<file path="src/rtl/sprite_pkg.sv">
// Shared sprite geometry, sprite id encoding and row helpers for the display path.
package sprite_pkg;

  localparam int SPRITE_ROWS = 32;
  localparam int SPRITE_W    = 32;
  localparam int ROM_AW      = 8;
  localparam int ROW_W       = $clog2(SPRITE_ROWS);
  localparam int ID_W        = ROM_AW - ROW_W;

  typedef enum logic [ID_W-1:0] {
    SPR_PAC_R = ID_W'(0),
    SPR_PAC_L = ID_W'(1),
    SPR_PAC_D = ID_W'(2),
    SPR_PAC_U = ID_W'(3),
    SPR_GHOST = ID_W'(4)
  } sprite_id_e;

  localparam int N_SPRITE_IDS = int'(SPR_GHOST) + 1;

  // Mirror a row left-to-right: out[k] = in[31-k].
  function automatic logic [SPRITE_W-1:0] bitrev32(input logic [SPRITE_W-1:0] x);
    logic [SPRITE_W-1:0] r;
    r = '0;
    for (int k = 0; k < SPRITE_W; k++) begin
      r[k] = x[SPRITE_W-1-k];
    end
    return r;
  endfunction

endpackage

</file>
<file path="src/rtl/rr_arbiter.sv">
// Round-robin arbiter: grants the first requester after ptr_i, wrapping modulo N.
module rr_arbiter #(
  parameter int N  = 5,
  parameter int IW = (N > 1) ? $clog2(N) : 1
) (
  input  logic [N-1:0]  req_i,
  input  logic [IW-1:0] ptr_i,
  output logic [N-1:0]  gnt_o,
  output logic [IW-1:0] idx_o,
  output logic          any_o
);

  logic [N-1:0] upper;
  logic [N-1:0] masked;
  logic [N-1:0] pick;

  // Requesters strictly after the pointer win first; otherwise wrap to index 0.
  genvar gi;
  generate
    for (gi = 0; gi < N; gi++) begin : g_upper
      assign upper[gi] = (IW'(gi) > ptr_i);
    end
  endgenerate

  assign masked = req_i & upper;
  assign pick   = (|masked) ? masked : req_i;
  assign any_o  = |req_i;

  always_comb begin
    idx_o = '0;
    for (int j = N - 1; j >= 0; j--) begin
      if (pick[j]) begin
        idx_o = IW'(j);
      end
    end
  end

  assign gnt_o = any_o ? (N'(1) << idx_o) : '0;

endmodule

</file>
<file path="src/rtl/sprite_fetch_scheduler.sv">
// Shares one combinational sprite-row ROM between several sprite engines with a
// round-robin grant, a registered address stage and a registered (optionally mirrored) data stage.
module sprite_fetch_scheduler
  import sprite_pkg::*;
#(
  parameter int N_REQ     = 5,
  parameter int N_SPRITES = N_SPRITE_IDS
) (
  input  logic                    Clk,
  input  logic                    Reset,
  input  logic                    fetch_en,
  input  logic [N_REQ-1:0]        req_valid,
  input  logic [ID_W*N_REQ-1:0]   req_sprite,
  input  logic [ROW_W*N_REQ-1:0]  req_row,
  input  logic [N_REQ-1:0]        req_hflip,
  output logic [N_REQ-1:0]        req_ready,
  output logic [ROM_AW-1:0]       rom_addr,
  input  logic [SPRITE_W-1:0]     rom_data,
  output logic [N_REQ-1:0]        rsp_valid,
  output logic [SPRITE_W-1:0]     rsp_data
);

  localparam int IW = (N_REQ > 1) ? $clog2(N_REQ) : 1;

  logic [ID_W-1:0]  spr_a [N_REQ];
  logic [ROW_W-1:0] row_a [N_REQ];

  genvar gi;
  generate
    for (gi = 0; gi < N_REQ; gi++) begin : g_unpack
      assign spr_a[gi] = req_sprite[ID_W*gi +: ID_W];
      assign row_a[gi] = req_row[ROW_W*gi +: ROW_W];
    end
  endgenerate

  logic [IW-1:0]       rr_ptr_q, rr_ptr_d;
  logic [ROM_AW-1:0]   rom_addr_q, rom_addr_d;
  logic                a_vld_q, a_vld_d;
  logic [IW-1:0]       a_idx_q, a_idx_d;
  logic                a_flip_q, a_flip_d;
  logic                a_bad_q, a_bad_d;
  logic [N_REQ-1:0]    rsp_valid_q, rsp_valid_d;
  logic [SPRITE_W-1:0] rsp_data_q, rsp_data_d;

  logic [N_REQ-1:0] cand;
  logic [N_REQ-1:0] gnt;
  logic [IW-1:0]    win_idx;
  logic             win_any;
  logic [ID_W-1:0]  win_sprite;
  logic [ROW_W-1:0] win_row;

  // Grants depend only on requests and the pointer, never on the response side.
  assign cand = req_valid & {N_REQ{fetch_en & ~Reset}};

  rr_arbiter #(
    .N  (N_REQ),
    .IW (IW)
  ) u_arb (
    .req_i (cand),
    .ptr_i (rr_ptr_q),
    .gnt_o (gnt),
    .idx_o (win_idx),
    .any_o (win_any)
  );

  assign req_ready  = gnt;
  assign win_sprite = spr_a[win_idx];
  assign win_row    = row_a[win_idx];

  always_comb begin
    rr_ptr_d   = win_any ? win_idx : rr_ptr_q;
    rom_addr_d = win_any ? {win_sprite, win_row} : rom_addr_q;
    a_vld_d    = win_any;
    a_idx_d    = win_idx;
    a_flip_d   = req_hflip[win_idx];
    a_bad_d    = (int'(win_sprite) >= N_SPRITES);

    rsp_valid_d = a_vld_q ? (N_REQ'(1) << a_idx_q) : '0;
    rsp_data_d  = rsp_data_q;
    if (a_vld_q) begin
      rsp_data_d = a_bad_q ? '0 : (a_flip_q ? bitrev32(rom_data) : rom_data);
    end
  end

  always_ff @(posedge Clk) begin
    if (Reset) begin
      rr_ptr_q    <= IW'(N_REQ - 1);
      rom_addr_q  <= '0;
      a_vld_q     <= 1'b0;
      a_idx_q     <= '0;
      a_flip_q    <= 1'b0;
      a_bad_q     <= 1'b0;
      rsp_valid_q <= '0;
      rsp_data_q  <= '0;
    end else begin
      rr_ptr_q    <= rr_ptr_d;
      rom_addr_q  <= rom_addr_d;
      a_vld_q     <= a_vld_d;
      a_idx_q     <= a_idx_d;
      a_flip_q    <= a_flip_d;
      a_bad_q     <= a_bad_d;
      rsp_valid_q <= rsp_valid_d;
      rsp_data_q  <= rsp_data_d;
    end
  end

  assign rom_addr  = rom_addr_q;
  assign rsp_valid = rsp_valid_q;
  assign rsp_data  = rsp_data_q;

  a_ready_onehot: assert property (@(posedge Clk) disable iff (Reset) $onehot0(req_ready));
  a_rsp_onehot:   assert property (@(posedge Clk) disable iff (Reset) $onehot0(rsp_valid));

endmodule

</file>
<file path="config.mk">
export PLATFORM = sky130hd
export DESIGN_NAME = sprite_fetch_scheduler
export DESIGN_NICKNAME = d
export VERILOG_FILES = /design/src/rtl/sprite_pkg.sv /design/src/rtl/rr_arbiter.sv /design/src/rtl/sprite_fetch_scheduler.sv
export SDC_FILE = /design/constraint.sdc
export NUM_CORES = 1
export LEC_CHECK = 0
export BUFFER_PORTS_ARGS = -buffer_cell sky130_fd_sc_hd__buf_2
export CORE_MARGIN = 2
export CORE_UTILIZATION = 35
export CTS_BUF_LIST = sky130_fd_sc_hd__clkbuf_4 sky130_fd_sc_hd__clkbuf_8 sky130_fd_sc_hd__clkbuf_16
export DETAILED_ROUTE_END_ITERATION = 8
export PLACE_DENSITY = 0.63
export REMOVE_ABC_BUFFERS = 1
export SLEW_MARGIN = 20
export SYNTH_ARGS = -nofsm -noshare
export SYNTH_HDL_FRONTEND = slang
export SYNTH_SLANG_ARGS = --single-unit
</file>
<file path="constraint.sdc">
create_clock -name Clk -period 2.4 [get_ports Clk]
set_clock_uncertainty 0.1 [all_clocks]
set_input_delay 0.12 -clock Clk [delete_from_list [all_inputs] [get_ports Clk]]
set_output_delay 0.12 -clock Clk [all_outputs]
set_load 0.01 [all_outputs]
</file>
# Word level (Yosys, flattened, before mapping)
# Index checks and enable logic that the tools add are counted.
op_classes:
  shift: 2
  n_mux: 17
  bitwise_logic: 6
  eq_ne: 0
  n_reduce_logical: 3
  addsub: 0
  n_lt_le_gt_ge: 8
  mul: 0
  div: 0
op_table:
  columns: ["op", "n"]
  rows:
  - ["$mux W32", 2]
  - ["$mux W3", 7]
  - ["$mux W5", 4]
  - ["$bmux W5 S3", 1]
  - ["$and A5 B5 Y5", 2]
  - ["$reduce_or A5 Y1", 2]
  - ["$shl A1 B3 Y5 const A", 2]
  - ["$bmux W3 S3", 1]
  - ["$gt A1 B3 Y1 const A", 2]
  - ["$gt A2 B3 Y1 const A", 2]
  - ["$ge A4 B4 Y1 const B", 1]
  - ["$lt A3 B4 Y1 const B", 1]
  - ["$not A3 Y4", 1]
  - ["$bmux W1 S3", 1]
  - ["$ge A3 B3 Y1 const B", 1]
  - ["$gt A3 B3 Y1 const A", 1]
  - ["$not A1 Y1", 2]
  - ["$reduce_or A2 Y1", 1]
  - ["$and A1 B1 Y1", 1]
  - ["$mux W1", 1]
totals:
  memories: 0
  word_cells: 44
  latchBits: 0
  ff_bits: 54
  input_bits: 85
  mem_bits_ro: 0
  ramBits: 0

# Depth between registers and ports, before layout
depth:
  word_depth: 16
  ltp_mapped: 10

# By module
# A second synthesis with hierarchy kept.
unflattened:
  hier_cells: 307
  hier_area_um2: 2852.7
modules_own_cells:
  columns: ["mod", "area_per_inst_um2", "instances", "cells_per_inst"]
  rows:
  - ["sprite_fetch_scheduler", 2656.3, 1, 278]
  - ["rr_arbiter", 196.4, 1, 29]

# Worst setup path before layout
# Ideal clock, no wire load.
synth_timing:
  kind: "register to register"
  start: "reg rr_ptr_q[2]"
  end: "reg a_bad_q"
  slack_ns: 0.200
  period_less_slack_ns: 2.200
  stages_incl_launch_ff: 9
  arrival_ns: 2.021
  cell_sequence: "dfxtp_1 and3b_1 o32ai_2 o21ai_1 o22a_4 buf_6 mux2i_1 a221o_1 a211oi_2"
synth_between:
  elab_chain_cells: 14
  word_cells_on_any_way: 18
  classes_between: "6 x order compare; 9 x mux; 2 x bitwise; 1 x reduce/logical"
synth_rtl:
  columns: ["item", "line", "text"]
  rows:
  - ["start: declaration", "sprite_fetch_scheduler.sv:36", "logic [IW-1:0] rr_ptr_q, rr_ptr_d;"]
  - ["start signal: assignment", "sprite_fetch_scheduler.sv:87", "rr_ptr_q <= IW'(N_REQ - 1);"]
  - ["start signal: assignment", "sprite_fetch_scheduler.sv:96", "rr_ptr_q <= rr_ptr_d;"]
  - ["$gt A1 B3 Y1 (tied with other cells)", "rr_arbiter.sv:21", "assign upper[gi] = (IW'(gi) > ptr_i);"]
  - ["$and A5 B5 Y5 *", "rr_arbiter.sv:25", "assign masked = req_i & upper;"]
  - ["$reduce_or A5 Y1", "rr_arbiter.sv:26", "assign pick = (|masked) ? masked : req_i;"]
  - ["$mux W5 *", "rr_arbiter.sv:26", null]
  - ["$mux W3 (4 in a row)", "rr_arbiter.sv:32", "if (pick[j]) begin"]
  - ["$mux W3 *", "rr_arbiter.sv:32", null]
  - ["$not A3 Y4 (implied by the code) *", "sprite_fetch_scheduler.sv:67", "assign win_sprite = spr_a[win_idx];"]
  - ["$bmux W3 S3 *", "sprite_fetch_scheduler.sv:67", null]
  - ["$mux W3 (implied by the code) * (2 in a row)", "sprite_fetch_scheduler.sv:67", null]
  - ["$ge A3 B3 Y1 *", "sprite_fetch_scheduler.sv:76", "a_bad_d = (int'(win_sprite) >= N_SPRITES);"]
  - ["end signal: assignment", "sprite_fetch_scheduler.sv:92", "a_bad_q <= 1'b0;"]
  - ["end signal: assignment", "sprite_fetch_scheduler.sv:101", "a_bad_q <= a_bad_d;"]
  - ["end: declaration", "sprite_fetch_scheduler.sv:41", "logic a_bad_q, a_bad_d;"]
# Every way passes the cells marked *; elsewhere a longest branch is shown, timed or not. The select of a mux whose other input is x is not followed.
# A chain may end at the register's enable or synchronous reset.

# Final worst setup path
# Ends and elaborated chain as after synthesis.

==> flow_summary_export.csv <==
group,metric,value,unit
setup_path,cp-end-kind,"flop",
die,initial_core_util,0.3567,
setup_path,crit_type,"flop to flop",
final_layout,nets,546,
clock_tree,htreeDepth,2,
final_layout,area.growth.synth_to_final,33.51,%
sta,worst_pin_slew,0.4367,ns
setup_path,cp_max_fo,6,
clock_tree,clk_pin_slew,0.09,ns
run_status,status,"complete, no violations",
sta,fmax,0.4312,GHz
power,peakVddDrop,0.2909,mV
grt,grt.total_usage,0.1693,
detailed_routing,firstDrtPassIters,4,
logic_synthesis,ys_ff_latch,54,
die,die_area,8990,um2
die,rows,33,
logic_synthesis,avgSynthCellArea,8.800,um2
power,p_per_area,558.5,nW/um2
grt,overflow,0,
clock_tree,cts.sinks,54,
sta,finalSetupViolCount,0,
placed_design,io_buffers,134,
sta,post-route-min-period,2.319,ns
flow_run,maxCapViolCount,0,
sta,finalHoldViolCount,0,
setup_path,critPathLaunchType,"flop",
logic_synthesis,synthCells,328,
detailed_routing,drc,0,
die,io_pins,135,
grt,antenna_found_initial,1,
clock_tree,root_buffer,"clkbuf_8",
die,die_h,94.82,um
clock_tree,cts_buffer_depth,2,
die,core_region_area,8093,um2
grt,grt_first_pass_wirelength,12.10,mm
power,p_leak,1.848,nW
clock_tree,cts_buffers,5,
detailed_routing,num_vias,2838,
logic_synthesis,seq_area_frac_synth,0.3745,
setup_path,required,2.53,ns
logic_synthesis,synth_cell_types,44,
grt,grt_max_degree,41,
sta,drv_slew,0,
die,die_w,94.82,um
clock_tree,clk_latency,0.30,ns
sta,layout_setup_ws,0.08075,ns
logic_synthesis,yosys_warnings,0,
final_layout,fin_cells,567,
clock_tree,cts_tree,"done",
detailed_routing,drt_iter0_drc,60,
placed_design,post-place-ws,0.05065,ns
sta,period_share,0.9664,
power,p_total,2.152,mW
setup_path,arrival,2.44,ns
logic_synthesis,netlist_area,2887,um2
detailed_routing,drtAntennaViolNets,0,
detailed_routing,avgViaCountPerCell,5.005,
placed_design,gp_congestion,0.7965,
detailed_routing,drt-total-wl,8.113,mm
detailed_routing,detail_route.wl_per_cell,14.31,um
final_layout,fillers,802,
min_path,hp-class,"input pin to flop",
sta,slew-limit-headroom,0.7088,
final_layout,drive_gt1_frac,0.4502,
placed_design,dp_hpwl,5.849,mm
final_layout,n_antenna_cell,0,
grt,grt_pass1_vias,2553,
sta,hold_ws,0.01295,ns
placed_design,dp_cells,554,
==> synthesized netlist by cell type (all sizes together) <==
master	number	area share
dfxtp	54	0.37
a21oi	49	0.085
nor2	42	0.055
mux2	38	0.15
nor2b	35	0.076
o211ai	15	0.039
clkbuf	14	0.018
inv	14	0.019
buf	10	0.025
mux2i	6	0.021
nand2	6	0.0078
o21ai	6	0.012
o221ai	6	0.018
a221o	3	0.010
nand2b	3	0.0091
nand3	3	0.0052
nor4	3	0.0065
and3	2	0.0043
clkinv	2	0.0069
o32ai	2	0.0087
or2	2	0.0043
a2111oi	1	0.0030
a211o	1	0.0030
a211oi	1	0.0043
a22oi	1	0.0026
a31o	1	0.0030
and3b	1	0.0030
and4	1	0.0039
and4b	1	0.0035
nand3b	1	0.0026
nor4b	1	0.0030
o21ba	1	0.0056
o22a	1	0.0061
or3	1	0.0022
==> stage by stage <==
step,setup TNS (ns),utilization,instance area (um2)
detailed placement,0,0.4510,3650
finish,0,0.4762,3854
global placement,0,0.4510,3650
CTS,0,0.4675,3784
floorplan,-0.01674,-,2763
global route,-0.02428,0.4762,3854
==> where the power goes <==
part / switching [mW] / total (mW) / leakage (nW) / internal, mW
clock: 0.284 / 0.620 / 0.0593 / 0.335
combinational: 0.275 / 0.545 / 1.35 / 0.271
sequential: 0.0325 / 0.988 / 0.443 / 0.955
==> layout by cell type (no fill, tap or decap), drive strengths merged, types with 6 or more instances in the layout <==
cell type / synthesis / layout
nor2: 42 / 42
a21oi: 49 / 49
mux2i: 6 / 6
inv: 14 / 14
nand2: 6 / 6
dfxtp: 54 / 54
nor2b: 35 / 35
buf: 10 / 146
o221ai: 6 / 6
o21ai: 6 / 6
clkbuf: 14 / 7
o211ai: 15 / 15
mux2: 38 / 38
==> worst paths after layout <==
check	start	to	slack, ns	depth (start not counted)
max	rr_ptr_q[2]	a_bad_q	0.08	7
min	req_row[21]	rom_addr[1]	0.01	3
max reg2reg	rr_ptr_q[2]	a_bad_q	0.08	7
min reg2reg	rom_addr[6]	rom_addr[6]	0.37	2
==> what timing repair did <==
action | CTS | global route
endpoints found under the hold margin | 2 | 0
resized for setup | 0 | 9
endpoints found under the setup margin | 0 | 7
hold buffers | 2 | 0
setup buffers | 0 | 1
==> critical path, stage by stage, from the launching register on <==
cell,delay [ns]
dfxtp_2,0.36
and3b_1,0.22
o32ai_4,0.37
o21ai_4,0.13
o22a_4,0.32
mux2i_1,0.13
a221o_1,0.38
a211oi_2,0.22
==> cell families after synthesis <==
group | count (synthesis) | share of synthesized area
AOI/OAI and AO/OA | 88 | 0.2007
buffers and inverters | 40 | 0.06892
DFF | 54 | 0.3745
muxes | 44 | 0.1691
and+or+nand+nor | 102 | 0.1868
==> state kept, by name (all words and copies together) (netlist names) <==
register   count
a_bad_q        1
a_idx_q        3
rr_ptr_q       3
rsp_data      32
rsp_valid      5
a_flip_q       1
rom_addr       8
a_vld_q        1
==> cell type report <==
| class | count | area [um2] | area share |
|---|---|---|---|
| clock buffer | 7 | 83.83 | 0.02175 |
| clock inverter | 1 | 30.03 | 0.007792 |
| inverter | 16 | 75.07 | 0.01948 |
| multi-input combinational | 236 | 1669 | 0.4331 |
| sequential | 54 | 1084 | 0.2812 |
| tap | 105 | 131.4 | 0.03409 |
| timing repair buffer | 148 | 780.7 | 0.2026 |
==> layer usage <==
layer  global-route usage  share of wire  vias to the layer above
li1                     -              -                     1431
met1               0.2101           0.45                     1264
met2               0.2819           0.44                      128
met3              0.06145           0.10                       13
met4              0.03623          0.011                        2
met5                    0         0.0015                        -
Power figures use the tool's default switching activity.
